==> src/rtl/l2_loss_accumulator_if.sv <==
// Handshake bundle for l2_loss_accumulator: batch control, per-tile input stream and result port.
// slave = accumulator side, master = producer/consumer side.
interface l2_loss_accumulator_if #(
  parameter int DW = 20,
  parameter int CW = 9,
  parameter int AW = 29
);
  logic          start;
  logic [CW-1:0] num_tiles;
  logic          in_valid;
  logic          in_ready;
  logic [DW-1:0] in_sum;
  logic          out_valid;
  logic          out_ready;
  logic [AW-1:0] out_total;
  logic [DW-1:0] out_mean;
  logic          busy;

  modport slave (
    input  start, num_tiles, in_valid, in_sum, out_ready,
    output in_ready, out_valid, out_total, out_mean, busy
  );

  modport master (
    output start, num_tiles, in_valid, in_sum, out_ready,
    input  in_ready, out_valid, out_total, out_mean, busy
  );
endinterface

==> src/rtl/l2_loss_accumulator.sv <==
// Sums num_tiles signed L2 partials, then restoring-divides for the mean; latency AW+1 from last input (AW+2 with L2ACC_ROUND_EN).
// in_ready only in ACCUM; result held in DONE until out_ready. L2ACC_ROUND_EN selects round-half-away-from-zero.
module l2_loss_accumulator #(
  parameter int IL        = 4,
  parameter int FL        = 16,
  parameter int MAX_TILES = 256
) (
  input  logic             clk,
  input  logic             reset,
  l2_loss_accumulator_if.slave bus
);
  localparam int DW = IL + FL;
  localparam int CW = $clog2(MAX_TILES + 1);
  localparam int AW = DW + CW;
`ifdef L2ACC_ROUND_EN
  localparam int NW = AW + 1;
`else
  localparam int NW = AW;
`endif
  localparam int SW = $clog2(NW + 1);

  typedef enum logic [1:0] {S_IDLE, S_ACCUM, S_DIVIDE, S_DONE} state_t;

  state_t               r_state;
  state_t               w_state_nx;
  logic signed [AW-1:0] r_acc;
  logic [CW-1:0]        r_cnt;
  logic [CW-1:0]        r_num;
  logic [NW-1:0]        r_dvd;
  logic [CW-1:0]        r_rem;
  logic [SW-1:0]        r_step;
  logic                 r_neg;
  logic [AW-1:0]        r_total;
  logic [DW-1:0]        r_mean;

  logic                 w_hs;
  logic                 w_last;
  logic signed [AW-1:0] w_acc_nx;
  logic [AW-1:0]        w_mag;
  logic [NW-1:0]        w_dvd_init;
  logic [CW:0]          w_rem_sh;
  logic [CW:0]          w_rem_sub;
  logic                 w_ge;
  logic [CW-1:0]        w_rem_nx;
  logic [NW-1:0]        w_quo_nx;
  logic                 w_div_last;
  logic [DW-1:0]        w_mean_mag;
  logic [DW-1:0]        w_mean;

  assign w_hs     = bus.in_valid && (r_state == S_ACCUM);
  assign w_last   = w_hs && (r_cnt == r_num - 1'b1);
  assign w_acc_nx = r_acc + {{CW{bus.in_sum[DW-1]}}, bus.in_sum};
  assign w_mag    = w_acc_nx[AW-1] ? (~w_acc_nx + 1'b1) : w_acc_nx;

  // Dividend is loaded from the final sum on the last handshake so DIVIDE starts stepping immediately.
`ifdef L2ACC_ROUND_EN
  assign w_dvd_init = NW'(w_mag) + NW'(r_num >> 1);
`else
  assign w_dvd_init = w_mag;
`endif

  // One restoring step: dividend/quotient share r_dvd, quotient bits shift in at the LSB.
  assign w_rem_sh   = {r_rem, r_dvd[NW-1]};
  assign w_rem_sub  = w_rem_sh - {1'b0, r_num};
  assign w_ge       = (w_rem_sh >= {1'b0, r_num});
  assign w_rem_nx   = w_ge ? w_rem_sub[CW-1:0] : w_rem_sh[CW-1:0];
  assign w_quo_nx   = {r_dvd[NW-2:0], w_ge};
  assign w_div_last = (r_step == SW'(NW - 1));

  // |mean| never exceeds max |in_sum|, so the low DW quotient bits hold the whole result.
  assign w_mean_mag = w_quo_nx[DW-1:0];
  assign w_mean     = r_neg ? (~w_mean_mag + 1'b1) : w_mean_mag;

  always_ff @(posedge clk) begin
    if (reset) begin
      r_state <= S_IDLE;
    end else begin
      r_state <= w_state_nx;
    end
  end

  always_comb begin
    w_state_nx = r_state;
    unique case (r_state)
      S_IDLE: begin
        if (bus.start) begin
          w_state_nx = (bus.num_tiles != '0) ? S_ACCUM : S_DONE;
        end
      end
      S_ACCUM: begin
        if (w_last) begin
          w_state_nx = S_DIVIDE;
        end
      end
      S_DIVIDE: begin
        if (w_div_last) begin
          w_state_nx = S_DONE;
        end
      end
      S_DONE: begin
        if (bus.out_ready) begin
          w_state_nx = S_IDLE;
        end
      end
      default: w_state_nx = S_IDLE;
    endcase
  end

  always_comb begin
    bus.in_ready  = 1'b0;
    bus.out_valid = 1'b0;
    bus.busy      = 1'b1;
    unique case (r_state)
      S_IDLE:   bus.busy      = 1'b0;
      S_ACCUM:  bus.in_ready  = 1'b1;
      S_DIVIDE: bus.in_ready  = 1'b0;
      S_DONE:   bus.out_valid = 1'b1;
      default:  bus.busy      = 1'b0;
    endcase
  end

  always_ff @(posedge clk) begin
    if (reset) begin
      r_acc   <= '0;
      r_cnt   <= '0;
      r_num   <= '0;
      r_dvd   <= '0;
      r_rem   <= '0;
      r_step  <= '0;
      r_neg   <= 1'b0;
      r_total <= '0;
      r_mean  <= '0;
    end else begin
      unique case (r_state)
        S_IDLE: begin
          if (bus.start) begin
            r_num <= bus.num_tiles;
            r_acc <= '0;
            r_cnt <= '0;
            if (bus.num_tiles == '0) begin
              r_total <= '0;
              r_mean  <= '0;
            end
          end
        end
        S_ACCUM: begin
          if (w_hs) begin
            r_acc <= w_acc_nx;
            r_cnt <= r_cnt + 1'b1;
            if (w_last) begin
              r_dvd  <= w_dvd_init;
              r_rem  <= '0;
              r_step <= '0;
              r_neg  <= w_acc_nx[AW-1];
            end
          end
        end
        S_DIVIDE: begin
          r_dvd  <= w_quo_nx;
          r_rem  <= w_rem_nx;
          r_step <= r_step + 1'b1;
          if (w_div_last) begin
            r_total <= r_acc;
            r_mean  <= w_mean;
          end
        end
        default: ;
      endcase
    end
  end

  assign bus.out_total = r_total;
  assign bus.out_mean  = r_mean;
endmodule

==> src/flat_wrapper.sv <==
// flat-port wrapper written by rule: the top's interface ports become plain ports
module l2_loss_accumulator_flat 
#(
  parameter int IL        = 4,
  parameter int FL        = 16,
  parameter int MAX_TILES = 256
)
  (clk, reset, bus_start, bus_num_tiles, bus_in_valid, bus_in_sum, bus_out_ready, bus_in_ready, bus_out_valid, bus_out_total, bus_out_mean, bus_busy);
  l2_loss_accumulator_if #(.DW((IL + FL)), .CW(($clog2(MAX_TILES + 1))), .AW(((IL + FL) + ($clog2(MAX_TILES + 1))))) bus_i ();
  input  logic clk;
  input  logic reset;
  input wire logic [$bits(bus_i.start)-1:0] bus_start;
  input wire logic [$bits(bus_i.num_tiles)-1:0] bus_num_tiles;
  input wire logic [$bits(bus_i.in_valid)-1:0] bus_in_valid;
  input wire logic [$bits(bus_i.in_sum)-1:0] bus_in_sum;
  input wire logic [$bits(bus_i.out_ready)-1:0] bus_out_ready;
  output wire logic [$bits(bus_i.in_ready)-1:0] bus_in_ready;
  output wire logic [$bits(bus_i.out_valid)-1:0] bus_out_valid;
  output wire logic [$bits(bus_i.out_total)-1:0] bus_out_total;
  output wire logic [$bits(bus_i.out_mean)-1:0] bus_out_mean;
  output wire logic [$bits(bus_i.busy)-1:0] bus_busy;
  assign bus_i.start = bus_start;
  assign bus_i.num_tiles = bus_num_tiles;
  assign bus_i.in_valid = bus_in_valid;
  assign bus_i.in_sum = bus_in_sum;
  assign bus_i.out_ready = bus_out_ready;
  assign bus_in_ready = bus_i.in_ready;
  assign bus_out_valid = bus_i.out_valid;
  assign bus_out_total = bus_i.out_total;
  assign bus_out_mean = bus_i.out_mean;
  assign bus_busy = bus_i.busy;
  l2_loss_accumulator #(.IL(IL), .FL(FL), .MAX_TILES(MAX_TILES)) u_core (.clk(clk), .reset(reset), .bus(bus_i));
endmodule
==> config.mk <==
export PLATFORM = sky130hd
export DESIGN_NAME = l2_loss_accumulator_flat
export DESIGN_NICKNAME = d
export VERILOG_FILES = /design/src/rtl/l2_loss_accumulator_if.sv /design/src/rtl/l2_loss_accumulator.sv /design/src/flat_wrapper.sv
export SDC_FILE = /design/constraint.sdc
export NUM_CORES = 1
export LEC_CHECK = 0
export BUFFER_PORTS_ARGS = -buffer_cell sky130_fd_sc_hd__buf_2
export CAP_MARGIN = 20
export CELL_PAD_IN_SITES_DETAIL_PLACEMENT = 0
export CELL_PAD_IN_SITES_GLOBAL_PLACEMENT = 1
export CORE_MARGIN = 4
export CORE_UTILIZATION = 40
export CTS_CLUSTER_SIZE = 25
export DETAILED_ROUTE_END_ITERATION = 12
export PLACE_DENSITY_LB_ADDON = 0.1
export RECOVER_POWER = 100
export SYNTH_ARGS = -nofsm -noshare
export SYNTH_HDL_FRONTEND = slang
export SYNTH_SLANG_ARGS = --single-unit
==> constraint.sdc <==
create_clock -name clk -period 4.6 [get_ports clk]
set_clock_uncertainty 0.1 [all_clocks]
set_input_delay 0.46 -clock clk [delete_from_list [all_inputs] [get_ports clk]]
set_output_delay 0.46 -clock clk [all_outputs]
set_load 0.05 [all_outputs]
==> flow_summary.toml <==
[power]
p_seq_share_pct = 30.5
p_sw_share_pct = 44.4
p_int_mw = 2.97
power.leakage_nw = 3.79
p_clk_share_pct = 24.0
powerDensity_nw_per_um2 = 531
peakVddDrop_v = 0.000236
finalPower_mw = 5.35
power_frac_comb_pct = 45.5
p_switching_mw = 2.38

[detailed_routing]
drt-total-wl_um = 26400
routed-via-count = 8406
wl_per_cell_um = 17.4
drtIter0Drc = 477
via_per_inst = 5.55
route.detailed.drc = 0
ant_nets = 0
dr.pass1.iters = 4

[setup_path]
cpPeakStageDelay_ps = 490
end_kind = "register"
arrival_ps = 4210
rr_startpoint = "u_core.r_acc[0]"
crit_buf_inv = 1
critPathTopFamily = "compound AO/OA/AOI/OAI gates"
crit_start = "u_core.r_acc[0]"
crit_type = "reg2reg"
startpoint_type = "register"
path_cells = "ha_1, inv_1, fa_1, nand2b_1, a211oi_4, o21ai_2, a21boi_0, o21ai_0, a2111o_1, nor4_2, a21oi_1, xor2_1, o21ai_0, a21oi_1"
reg2reg_setup_slack_ps = 570
worstPathMaxFanout = 7
slowest_stage = "a2111o_1"
cp.required_ps = 4780

[yosys]
yosysWarnings = 0
syn_area_sq_um = 9020
synth_ff_type = "dfxtp_1"
synthArstFlopShare_pct = 0
ys_types = 73
synth_edf_count = 0
synthCells = 1168
syn_nets = 1252
ys_ff_latch = 142
seq_area_frac_synth_pct = 31.5
postSynthAreaPerCell_sq_um = 7.72

[die]
core_area_sq_um = 22000
num_rows = 54
die_h_um = 158
die_w_um = 158
start_util_pct = 41.0
die_area_sq_um = 25000
ios = 86

[global_route]
grt_pass1_vias = 8150
overflow = 0
grt_start_max_net_pins = 63
grt_pass1_wl_um = 43000
track_usage_pct = 21.3
antenna_found_initial = 0

[clock_tree]
postCtsSetupBuffers = 0
clock_sinks = 142
cts_buffer_depth = 2
cts-hold-fix-buffers = 0
htree_levels = 4
path_clk_slew_ps = 60
ctsRootBufferMaster = "clkbuf_16"
clock_latency_ps = 430
cts-resized-gates = 0
cts_buffers = 17
cts_tree = "yes"

[timing]
relSlewSlack_pct = 8.41
setup_viol = 0
rsz0062_at_grt = "false"
period_share_pct = 87.6
fin_crit_ps = 4030
fmax_mhz = 248
hold_viol = 0
worst_pin_slew_ps = 1370
tns_ps = 0
finalMaxSlewViolations = 0

[min_path]
hold_path_class = "in2reg"
hp-start = "bus_num_tiles[7]"

[placement]
gp_congestion = 0.825
portBuffers = 85
dp_hpwl_um = 19100

[layout]
area_growth_pct = 11.7
num_antenna_cells = 0
fillerInstances = 2327
drive_gt1_share_pct = 8.27
nets = 1305

[run_status]
outcome = "completed"

[flow_run]
maxCapViolations = 0
[worst paths after layout]
check | end | cells past startpoint
worst max-delay path | u_core.r_dvd[22] | 14
worst min-delay path | u_core.r_num[7] | 3
worst max register to register | u_core.r_dvd[22] | 14
worst min register to register | u_core.r_dvd[25] | 2
[worst min-delay path, cell delays in order]
cell and delay (ps):
buf_2 100, nand2_1 50, a21oi_1 50
[cell usage in the layout, fill, tap and decap left out, types with 6 or more instances in the layout]
| cell type | Yosys | layout |
|---|---|---|
| a211oi_1 | 13 | 13 |
| a21o_1 | 14 | 14 |
| a21oi_1 | 108 | 108 |
| a22oi_1 | 70 | 70 |
| a31oi_1 | 7 | 7 |
| and2_0 | 0 | 6 |
| and3_1 | 6 | 6 |
| buf_2 | 6 | 32 |
| buf_4 | 3 | 13 |
| clkbuf_1 | 54 | 55 |
| clkbuf_16 | 0 | 17 |
| clkinv_2 | 0 | 6 |
| dfxtp_1 | 142 | 142 |
| ha_1 | 48 | 48 |
| inv_1 | 35 | 35 |
| mux2i_1 | 13 | 13 |
| nand2_1 | 121 | 121 |
| nand2b_1 | 9 | 9 |
| nand3_1 | 16 | 16 |
| nand4_1 | 16 | 16 |
| nor2_1 | 165 | 163 |
| nor2b_1 | 7 | 7 |
| nor3_1 | 25 | 25 |
| nor4_1 | 12 | 12 |
| o211ai_1 | 6 | 6 |
| o21a_1 | 15 | 16 |
| o21ai_0 | 60 | 62 |
| o31ai_1 | 9 | 9 |
| or3_1 | 15 | 15 |
| xnor2_1 | 53 | 53 |
| xor2_1 | 30 | 30 |
[Yosys cell counts (4+ instances only)]
library cell,n,area (sq um)
nor4_1,12,75.1
o31ai_1,9,67.6
buf_2,6,30.0
nand3b_1,4,30.0
or3_1,15,93.8
o21a_1,15,113
clkbuf_1,54,203
a21oi_1,108,541
inv_1,35,131
nand2b_1,9,56.3
nand2_1,121,454
and2_1,9,56.3
dfxtp_1,142,2840
nor2_1,165,619
mux2i_1,13,130
nor2b_1,7,43.8
o21bai_1,4,30.0
o21ai_1,7,35.0
a211o_1,4,35.0
ha_1,48,601
nand4_1,16,100
a31oi_1,7,43.8
a22oi_1,70,526
a211oi_1,13,97.6
xnor2_1,53,464
a21o_1,14,105
xor2_1,30,263
nand3_1,16,80.1
o21ai_0,60,300
nor3_1,25,125
and3_1,6,37.5
o211ai_1,6,45.0
[routing by layer]
metal  share of wire, %  GRT usage [%]  wire length, um  vias up
met1                 48           28.6            12500     3954
li1                   -              -                -     4279
met5                  0              0                0        -
met2                 48           36.1            12700      148
met4                1.4           4.63              366        0
met3                3.0           3.17              782       25
[kinds of logic after synthesis]
family	synth area share, %
AND/OR/NAND/NOR	21.6
AO/OA/AOI/OAI	25.5
flip-flops	31.5
buffers and inverters	4.80
XOR/XNOR	8.06
adder cells (fa/ha/maj)	7.10
multiplexers	1.44
[per-stage QoR]
| step | setup slack, ps | cells | util, % | cell area [sq um] | hold WS [ps] |
|---|---|---|---|---|---|
| after CTS | 686 | 1514 | 46.2 | 10200 | 165 |
| final | 569 | 1514 | 45.8 | 10100 | 181 |
| after detailed placement | 554 | 1482 | 43.8 | 9650 | 341 |
| after floorplan | 1110 | 1168 | - | 9020 | 325 |
| after global routing | 150 | 1514 | 45.8 | 10100 | 180 |
| after global placement | 609 | 1482 | 43.8 | 9650 | 340 |
[flip-flops by register name, summed over array words and instances, names as in the netlist]
| name | cells |
|---|---|
| u_core.r_num | 9 |
| u_core.r_dvd | 29 |
| u_core.r_step | 5 |
| u_core.r_state | 2 |
| u_core.r_rem | 9 |
| u_core.r_neg | 1 |
| u_core.r_cnt | 9 |
| u_core.bus.out_total | 29 |
| u_core.r_acc | 29 |
| u_core.bus.out_mean | 20 |
[layout make-up]
| class | count | area (sq um) | area share (%) |
|---|---|---|---|
| flip-flops and latches | 142 | 2840 | 28.2 |
| well taps | 280 | 350 | 3.48 |
| multi-input cells | 920 | 5730 | 56.9 |
| clock buffers | 18 | 439 | 4.36 |
| repair buffers | 103 | 479 | 4.75 |
| inverters | 37 | 139 | 1.38 |
| clock inverters | 14 | 95.1 | 0.944 |
[power groups by stage]
| stage | Clock, mW | Sequential, mW | Combinational (mW) |
|---|---|---|---|
| floorplan | 0 | 1.59 | 1.84 |
| global route | 1.36 | 1.66 | 2.72 |
| global placement | 0 | 1.65 | 2.47 |
| finish | 1.28 | 1.63 | 2.43 |
| CTS | 1.31 | 1.63 | 2.47 |
| detailed placement | 0 | 1.66 | 2.46 |
Note: power is estimated with default switching activity, not from simulation.
